`src/rtl/serial_to_parallel_rx.sv`:
```
// serial_to_parallel_rx
//   Receive-side deserializer for one PHY lane, clocked at the bit rate.
//   It hunts bit by bit for the COMMA idle symbol and then checks for it at
//   every byte boundary. After LOCK_COUNT aligned COMMAs it declares the lane
//   active and from then on delivers each received byte. Only reset takes the
//   lane out of the active state.
//
// Ports
//   clk_8f    in   1      bit-rate clock, rising edge
//   reset_L   in   1      synchronous active-low reset
//   data_in   in   1      serial bit, MSB of each byte first
//   data_out  out  WIDTH  recovered byte (registered, held for WIDTH cycles)
//   valid_out out  1      data_out holds a non-COMMA byte received while active
//   active    out  1      lane aligned and locked
module serial_to_parallel_rx #(
  parameter int               WIDTH      = 8,
  parameter logic [WIDTH-1:0] COMMA      = 8'hBC,
  parameter int               LOCK_COUNT = 4
) (
  input  logic             clk_8f,
  input  logic             reset_L,
  input  logic             data_in,
  output logic [WIDTH-1:0] data_out,
  output logic             valid_out,
  output logic             active
);

  localparam int BCW = (WIDTH > 1) ? $clog2(WIDTH) : 1;
  localparam int LCW = $clog2(LOCK_COUNT) + 1;
  localparam logic [BCW-1:0] BIT_LAST  = BCW'(WIDTH - 1);
  // lock_cnt + 1 == LOCK_COUNT is tested as lock_cnt == LOCK_COUNT - 1
  localparam logic [LCW-1:0] LOCK_LAST = LCW'(LOCK_COUNT - 1);

  typedef enum logic [1:0] {
    ST_SEARCH  = 2'd0,
    ST_LOCKING = 2'd1,
    ST_ACTIVE  = 2'd2
  } state_t;

  state_t           state_r,    state_nxt_s;
  logic [WIDTH-1:0] sr_r;
  logic [BCW-1:0]   bit_cnt_r,  bit_cnt_nxt_s;
  logic [LCW-1:0]   lock_cnt_r, lock_cnt_nxt_s;
  logic [WIDTH-1:0] data_nxt_s;
  logic             valid_nxt_s;
  logic             active_nxt_s;

  logic [WIDTH-1:0] win_s;
  logic             is_comma_s;
  logic             boundary_s;

  // Window including the bit sampled at this edge; all decisions use it.
  always_comb begin
    win_s      = {sr_r[WIDTH-2:0], data_in};
    is_comma_s = (win_s == COMMA);
    boundary_s = (state_r != ST_SEARCH) && (bit_cnt_r == BIT_LAST);
  end

  // Next-state and next-output decode.
  always_comb begin
    state_nxt_s    = state_r;
    lock_cnt_nxt_s = lock_cnt_r;
    data_nxt_s     = data_out;
    valid_nxt_s    = valid_out;
    active_nxt_s   = active;
    if (bit_cnt_r == BIT_LAST) begin
      bit_cnt_nxt_s = '0;
    end else begin
      bit_cnt_nxt_s = bit_cnt_r + BCW'(1);
    end

    case (state_r)
      ST_SEARCH: begin
        valid_nxt_s  = 1'b0;
        active_nxt_s = 1'b0;
        if (is_comma_s) begin
          // Comma found at an arbitrary bit offset: this edge is a boundary.
          bit_cnt_nxt_s  = '0;
          lock_cnt_nxt_s = LCW'(1);
          state_nxt_s    = ST_LOCKING;
        end else begin
          state_nxt_s    = ST_SEARCH;
        end
      end
      ST_LOCKING: begin
        if (boundary_s) begin
          if (is_comma_s) begin
            if (lock_cnt_r == LOCK_LAST) begin
              state_nxt_s  = ST_ACTIVE;
              active_nxt_s = 1'b1;
              valid_nxt_s  = 1'b0;
            end else begin
              lock_cnt_nxt_s = lock_cnt_r + LCW'(1);
            end
          end else begin
            // Lost alignment; hunting restarts with the next bit.
            lock_cnt_nxt_s = '0;
            state_nxt_s    = ST_SEARCH;
          end
        end else begin
          state_nxt_s = ST_LOCKING;
        end
      end
      ST_ACTIVE: begin
        if (boundary_s) begin
          data_nxt_s  = win_s;
          valid_nxt_s = !is_comma_s;
        end else begin
          data_nxt_s  = data_out;
        end
      end
      default: begin
        state_nxt_s    = ST_SEARCH;
        lock_cnt_nxt_s = '0;
        valid_nxt_s    = 1'b0;
        active_nxt_s   = 1'b0;
      end
    endcase
  end

  // State and output registers with synchronous active-low reset.
  always_ff @(posedge clk_8f) begin
    if (!reset_L) begin
      sr_r       <= '0;
      bit_cnt_r  <= '0;
      lock_cnt_r <= '0;
      state_r    <= ST_SEARCH;
      data_out   <= '0;
      valid_out  <= 1'b0;
      active     <= 1'b0;
    end else begin
      sr_r       <= win_s;
      bit_cnt_r  <= bit_cnt_nxt_s;
      lock_cnt_r <= lock_cnt_nxt_s;
      state_r    <= state_nxt_s;
      data_out   <= data_nxt_s;
      valid_out  <= valid_nxt_s;
      active     <= active_nxt_s;
    end
  end

endmodule

```
`config.mk`:
```
export PLATFORM = sky130hd
export DESIGN_NAME = serial_to_parallel_rx
export DESIGN_NICKNAME = d
export VERILOG_FILES = /design/src/rtl/serial_to_parallel_rx.sv
export SDC_FILE = /design/constraint.sdc
export NUM_CORES = 1
export LEC_CHECK = 0
export ABC_AREA = 1
export CAP_MARGIN = 10
export CELL_PAD_IN_SITES_DETAIL_PLACEMENT = 2
export CELL_PAD_IN_SITES_GLOBAL_PLACEMENT = 2
export CORE_MARGIN = 2
export CORE_UTILIZATION = 34
export DETAILED_ROUTE_END_ITERATION = 16
export DONT_BUFFER_PORTS = 1
export GPL_TIMING_DRIVEN = 1
export PLACE_DENSITY_LB_ADDON = 0.1
export SETUP_SLACK_MARGIN = 0.3
export SLEW_MARGIN = 0
export SYNTH_ARGS = -nofsm -noshare
export SYNTH_HDL_FRONTEND = slang
export SYNTH_SLANG_ARGS = --single-unit
export TNS_END_PERCENT = 100
```
`constraint.sdc`:
```
create_clock -name clk_8f -period 1.78 [get_ports clk_8f]
set_clock_uncertainty 0.1 [all_clocks]
set_input_delay 0.356 -clock clk_8f [delete_from_list [all_inputs] [get_ports clk_8f]]
set_output_delay 0.356 -clock clk_8f [all_outputs]
set_load 0.02 [all_outputs]
```
* Yosys cells after proc, flatten, opt, wreduce, memory -nomap -nowiden *
Index checks and enable logic that the tools add are counted.

word-level totals
  flip-flop bits (word level) = 25
  bits of input ports = 3
  output and inout bits = 10
  logic and storage cells = 53

cells by class
  add/sub/neg operators = 2
  eq/ne operators = 12
  muxes and demuxes = 22
  bitwise logic cells = 1
  reduce and logical (&&, ||, !) cells = 9

operators by type and width
  operator                                                          count
  3-bit two-way mux                                                 7
  4-bit AND reduction                                               3
  2-bit != test (second input constant)                             5
  3-bit one-hot mux with 3 select lines                             1
  8-bit == test (second input constant)                             1
  1-bit two-way mux                                                 8
  3-bit by 1-bit adder with 3-bit output (second input constant)    2
  2-bit two-way mux                                                 3
  2-bit one-hot mux with 3 select lines                             1
  4-bit != test (second input constant)                             1
  1-bit one-hot mux with 2 select lines                             2
  2-bit AND reduction                                               2
  3-bit by 2-bit == test with 1-bit output (second input constant)  1
  3-bit == test (second input constant)                             1
  3-bit != test (second input constant)                             1
  2-bit by 1-bit == test with 1-bit output (second input constant)  1
  2-bit == test (second input constant)                             1
  2-bit logical NOT                                                 1
  2-bit nonzero test                                                1
  1-bit logical AND                                                 1
  1-bit logical NOT                                                 1
  1-bit inverter                                                    1

* Logic depth before layout (Yosys ltp) *
Gate-level depths: netlist (run 1).

  depth in word-level cells = 5
  depth in mapped cells = 10
  gate-level depth less buffers = 10

* Worst setup path before layout (run 1) *
No wires, ideal clock.

  kind = reg-to-reg
  start point = register bit_cnt_r[0]
  end point = register data_out[0]
  library setup time = 0.132 ns
  data arrival time = 1.156 ns
  required time = 1.548 ns
  slack = 0.391 ns
  cell stages (with the launch flop) = 7
  path buffers = 1
  clock period less this slack = 1.389 ns
  path through = dfxtp_1 > ha_1 > ha_1 > buf_1 > nand2_4 > nand2_1 > a21oi_1

on the way
  cells in the longest elaborated chain, start to end = 3

RTL lines
  what                                  line  RTL
  start: declaration                    42    logic [BCW-1:0] bit_cnt_r, bit_cnt_nxt_s;
  start signal: assignment              133   bit_cnt_r <= bit_cnt_nxt_s;
  3-bit == test                         56    boundary_s = (state_r != ST_SEARCH) && (bit_cnt_r == BIT_LAST);
  1-bit logical AND                     56
  2-bit AND reduction (no source line)  -
  end signal: assignment                136   data_out <= data_nxt_s;
  end: declaration                      23    output logic [WIDTH-1:0] data_out,

No other way between the ends.
A chain may end at the register's enable or synchronous reset.

* Worst setup path after layout (run 1) *
  start point = register bit_cnt_r[0]
  end point = register valid_out

on the way
  cells in the longest elaborated chain, start to end = 4
  elaborated cells between the ends (all ways) = 5
  those cells by class = eq/ne: 3; reduce/logical: 2

RTL lines
  what                                      line  RTL
  3-bit == test (*)                         56
  1-bit logical AND (*)                     56
  2-bit != test (no source line)            -
  4-bit AND reduction (no source line) (*)  -
  end signal: assignment                    137   valid_out <= valid_nxt_s;
  end: declaration                          24    output logic valid_out,

Every way passes the cells marked *; elsewhere a longest branch is shown, timed or not.

==> results of run 1 <==
==> routing by layer <==
layer	up-vias	GRT usage (%)	part of all wire (%)
met4	0	3.647	0.51
met1	481	17.55	39
li1	477	-	-
met2	8	34.14	58
met5	-	0	0
met3	2	3.571	2.6
==> cells in the final DEF (no fill, tap or decap), drive strengths merged <==
cell and count:
nor2 19, o22ai 1, clkinv 1, ha 4, nor3b 1, nand3 17, o21ai 1, buf 2
a21oi 11, nand2 45, inv 24, clkbuf 4, dfxtp 25, nor3 2
==> sequential cells by signal, indices dropped and copies added, names as in the netlist <==
register	cells
data_out	8
sr_r	7
bit_cnt_r	3
lock_cnt_r	3
state_r	2
active	1
valid_out	1
==> per-stage QoR <==
step                      instances  worst slack, ns
after floorplan                 154           0.3915
after global placement          196           0.3380
after detailed placement        196           0.2522
after CTS                       200           0.2878
after global routing            201           0.2711
final                           201           0.3117
==> worst max-delay path, stage by stage, from the launching register on <==
cell and delay, ns:
dfxtp_4 0.38, ha_4 0.16, ha_4 0.17, buf_6 0.14
o21ai_2 0.17, inv_2 0.06, a21oi_1 0.14, nor2_1 0.06
==> report_power, final <==
part | switching, mW | internal, mW | total [mW]
logic | 0.0178 | 0.0128 | 0.0306
registers | 0.0102 | 0.570 | 0.580
clock network | 0.161 | 0.0874 | 0.249
total | 0.190 | 0.670 | 0.859
==> repair_timing <==
action	in CTS	in global routing
buffers inserted	0	1
gates resized for setup	12	22
cloned	0	0
setup endpoints to repair	4	10
hold buffers	0	0
pin swaps	2	3
==> logic make-up after synthesis <==
| kind of cell | count (synthesis) | synth area share (%) |
|---|---|---|
| and+or+nand+nor | 84 | 35.25 |
| buffers and inverters | 28 | 10.09 |
| DFF | 25 | 44.35 |
| AOI/OAI and AO/OA | 13 | 5.876 |
| adders and majority gates | 4 | 4.435 |
==> how the worst min path moves through the flow <==
stage                     startpoint  endpoint  slack, ns  cells after the start
after floorplan              sr_r[0]   sr_r[1]       0.32                      2
after global placement       sr_r[0]   sr_r[1]       0.35                      2
after detailed placement     sr_r[0]   sr_r[1]       0.35                      2
after CTS                    data_in   sr_r[0]       0.03                      2
after global routing         reset_L   sr_r[1]       0.02                      2
final                        data_in   sr_r[0]       0.04                      2
==> cell type report <==
class	count	area share [%]
Timing Repair Buffer	2	1.427
Sequential cell	25	38.92
Clock buffer	4	1.998
Inverter	25	7.422
Multi-Input combinational cell	101	46.05
Tap cell	44	4.186
==> impl_metrics.py, run 1 <==
metrics = {
    "floorplan": {
        "fp.dieH_um": 61.62,
        "fp-row-count": 20,
        "start_util_pct": 36.37,
        "fp.dieArea_um2": 3796,
        "die_w_um": 61.62,
        "fp.coreArea_um2": 3103,
        "ios": 13,
    },
    "sta": {
        "setup_tns_ns": 0,
        "tightest_slew_ns": 0.3792,
        "fmax_ghz": 0.6811,
        "rsz0062_at_grt": "no",
        "relSlewSlack_pct": 74.69,
        "setup_violations": 0,
        "final.min_clock_period_ns": 1.468,
        "period_share_pct": 82.49,
        "holdWs_ns": 0.04076,
        "slew_viol_final": 0,
        "final_hold_viol_count": 0,
    },
    "synth": {
        "synthArstFlopShare_pct": 0,
        "synth_area_leaders": "dfxtp_1, nand2_1, inv_1",
        "synth-seq-cells": 25,
        "ys_warn_count": 0,
        "yosys.area.top_type": "dfxtp_1",
        "synth_area_per_cell_um2": 7.328,
        "synth_top_area_share_pct": 44.35,
        "yosys-top-cells-count": "nand2_1, dfxtp_1, inv_1",
        "syn_area_um2": 1129,
        "ys_seq_area_share_pct": 44.35,
        "syn_nets": 161,
        "synth_edf_count": 0,
        "postSynthCellCount": 154,
        "ys_types": 22,
        "synthFlopType": "dfxtp_1",
        "yosysMostFrequentCell": "nand2_1",
    },
    "run_status": {
        "status": "complete, no violations",
    },
    "cts": {
        "clockBufferDepth": 2,
        "clock-sinks": 25,
        "insertion_delay_ns": 0.31,
        "cts_root_buf": "clkbuf_4",
        "numCtsBuffers": 3,
        "cts_tree": "built",
        "h-tree-depth": 1,
        "clk_pin_slew_ns": 0.13,
    },
    "grt": {
        "antenna_found_initial": 0,
        "globalRouteOverflowTotal": 0,
        "track_usage_pct": 16.93,
        "grt_max_degree": 15,
        "first_global_vias": 1020,
        "grt_pass1_wl_um": 4574,
    },
    "placed_design": {
        "io_buffer_count": 0,
        "place_congestion": 0.7757,
        "postPlaceCellArea_um2": 1172,
        "hpwl_um": 2123,
    },
    "flow_run": {
        "cap_violations": 0,
    },
    "critical_path": {
        "reg2reg_from": "bit_cnt_r[0]",
        "worst_setup_path_start_kind": "flip-flop",
        "r2r-end": "valid_out",
        "crit_end": "valid_out",
        "crit_type": "flip-flop to flip-flop",
        "crit_arrival_ns": 1.59,
        "startpoint": "bit_cnt_r[0]",
        "r2r_cells": 7,
        "cp-end-kind": "flip-flop",
        "r2r_setup_slack_ns": 0.31,
        "cp.required_ns": 1.90,
        "cp_max_fo": 11,
    },
    "final_layout": {
        "antenna_cells": 0,
        "design_area_um2": 1315,
        "nFillCells": 392,
        "multi_input_area_um2": 605.6,
        "layout.nets": 165,
        "drive_above_1_share_pct": 31.21,
        "regArea_um2": 511.7,
        "syn_to_final_growth_pct": 16.52,
        "utilization_pct": 42.38,
    },
    "routing": {
        "ant_nets": 0,
        "drc": 0,
        "viasPerCell": 4.816,
        "wire_per_inst_um": 14.65,
        "drtIter0Drc": 15,
        "wl_um": 2945,
        "dr.pass1.iters": 4,
        "routed-via-count": 968,
    },
    "worst_hold_path": {
        "hold_path_class": "primary input to flip-flop",
    },
    "pwr": {
        "p_per_area_nw_per_um2": 653.4,
        "p_leak_nw": 0.5603,
        "total_power_mw": 0.8592,
        "irDropWorstVdd_uv": 283.2,
    },
}
Note: power is estimated with default switching activity, not from simulation.
==> run 2, diff against run 1 <==
Clock period 1.78 ns to 1.4 ns, I/O delays scaled along.
==> run 2 against run 1 <==
Net effect:
- sequential power is 23% higher
- via count is 6.1% higher
- highest routed layer unchanged
- combinational power is 91% higher
- count of clock-buffer cells in the layout stayed put
- non-clock buffer count is 8 higher
- die area stayed put
- clock power is 36% higher
- the run now ends with hold timing, setup timing left
- routed wire length is 25% higher
- design area is 19% higher
- fmax is 0.81% higher
- flip-flop and latch count stayed put
- largest power group unchanged
- utilization is 8.1 points higher
==> impl_metrics.py, run 2 (synthesis results as in run 1) <==
metrics = {
    "sta": {
        "fmax_ghz": 0.6866,
        "period_share_pct": 104.0,
        "setup_violations": 3,
        "final_hold_viol_count": 13,
        "tightest_slew_ns": 0.5709,
        "rsz0062_at_grt": "yes",
        "slew_viol_final": 0,
        "relSlewSlack_pct": 61.90,
        "final.min_clock_period_ns": 1.457,
        "fin_ws_ns": -0.05651,
        "holdWs_ns": -0.05570,
    },
    "floorplan": {
        "fp.coreArea_um2": 3103,
        "fp.dieArea_um2": 3796,
        "fp-row-count": 20,
        "start_util_pct": 36.37,
        "fp.dieH_um": 61.62,
        "ios": 13,
        "die_w_um": 61.62,
    },
    "flow_run": {
        "cap_violations": 0,
    },
    "routing": {
        "dr.pass1.iters": 5,
        "ant_nets": 0,
        "drc": 0,
        "viasPerCell": 4.914,
        "drtIter0Drc": 24,
        "wl_um": 3686,
        "wire_per_inst_um": 17.64,
        "routed-via-count": 1027,
    },
    "cts": {
        "h-tree-depth": 1,
        "clk_pin_slew_ns": 0.14,
        "cts_root_buf": "clkbuf_4",
        "clockBufferDepth": 2,
        "numCtsBuffers": 3,
        "clock-sinks": 25,
        "insertion_delay_ns": 0.32,
        "ctsHoldBuffers": 1,
        "cts_tree": "built",
    },
    "final_layout": {
        "largest_reg_flops": 8,
        "layout.nets": 173,
        "multi_input_area_um2": 737.0,
        "layout_commonest_cell": "nand2_1",
        "largest_register": "data_out",
        "drive_above_1_share_pct": 58.18,
        "mostFrequentLayoutCells": "nand2_1, inv_1, nand2_2, dfxtp_2, dfxtp_4",
        "nFillCells": 366,
        "utilization_pct": 50.52,
        "syn_to_final_growth_pct": 38.91,
        "reg_top3": "data_out: 8 flops, sr_r: 7 flops",
        "antenna_cells": 0,
        "regArea_um2": 556.8,
    },
    "run_status": {
        "violations": "hold timing, setup timing",
        "status": "complete, but fails checks",
    },
    "pwr": {
        "p_per_area_nw_per_um2": 709.8,
        "total_power_mw": 1.113,
        "p_leak_nw": 0.6365,
        "irDropWorstVdd_uv": 296.7,
    },
    "critical_path": {
        "cp_max_fo": 6,
        "crit_arrival_ns": 1.60,
        "cp-end-kind": "flip-flop",
        "r2r_setup_slack_ns": -0.06,
        "cp.required_ns": 1.54,
        "r2r_cells": 10,
        "crit_type": "flip-flop to flip-flop",
        "crit_end": "lock_cnt_r[1]",
        "reg2reg_from": "bit_cnt_r[0]",
        "r2r-end": "lock_cnt_r[1]",
        "startpoint": "bit_cnt_r[0]",
        "worst_setup_path_start_kind": "flip-flop",
    },
    "worst_hold_path": {
        "holdCritStartpoint": "reset_L",
        "holdPathStages": 2,
        "hold_path_class": "primary input to flip-flop",
    },
    "grt": {
        "globalRouteOverflowTotal": 0,
        "grt_pass1_wl_um": 5499,
        "grt_max_degree": 15,
        "antenna_found_initial": 0,
        "first_global_vias": 1110,
        "track_usage_pct": 20.29,
    },
    "placed_design": {
        "dp_slack_ns": -0.01670,
        "place_congestion": 0.7211,
        "io_buffer_count": 0,
        "hpwl_um": 2295,
    },
}
[run 2: worst min path at each step]
stage | to | slack (ns)
floorplan | sr_r[0] | 0.27
global placement | sr_r[0] | 0.28
detailed placement | sr_r[0] | 0.28
CTS | lock_cnt_r[0] | -0.06
global route | lock_cnt_r[0] | -0.07
finish | lock_cnt_r[0] | -0.06
[run 2: critical path, cell delays in order (launching register included)]
cell,delay [ns]
dfxtp_2,0.36
ha_4,0.16
ha_4,0.18
inv_4,0.09
nand2_4,0.06
nand2_2,0.06
inv_2,0.05
nand3_4,0.12
nand2_2,0.07
nand2_1,0.08
nor2_1,0.05
[run 2: repair_timing]
item,CTS,global route
cloned,0,0
pin swaps,8,17
setup buffers,5,3
endpoints found under the setup margin,28,28
endpoints found under the hold margin,14,11
gates resized for setup,46,33
[run 2: per-stage QoR]
step / setup TNS, ns / cells / cell area [um^2]
floorplan: 0 / 154 / 1192
finish: -0.06962 / 209 / 1568
CTS: 0 / 206 / 1429
global route: -0.6096 / 209 / 1568
detailed placement: -0.03152 / 196 / 1235
global placement: 0 / 196 / 1235
[run 2: layout make-up]
cell class / instances / share of cell area (%)
flip-flops and latches: 25 / 35.51
clock buffers: 4 / 1.676
well taps: 44 / 3.512
repair buffers: 10 / 5.986
multi-input cells: 101 / 47.01
inverters: 25 / 6.305
[run 2: layer usage]
layer  GRT usage (%)  vias up  wire length, um
li1                -      503                -
met1           25.45      507             1579
met2           35.19       15             2001
met3           3.782        2               89
met4           6.079        0               15
met5               0        -                0
[run 2: report_power, final]
group	internal, mW	switching, mW
registers	0.704	0.0112
clock network	0.112	0.227
logic	0.0260	0.0324
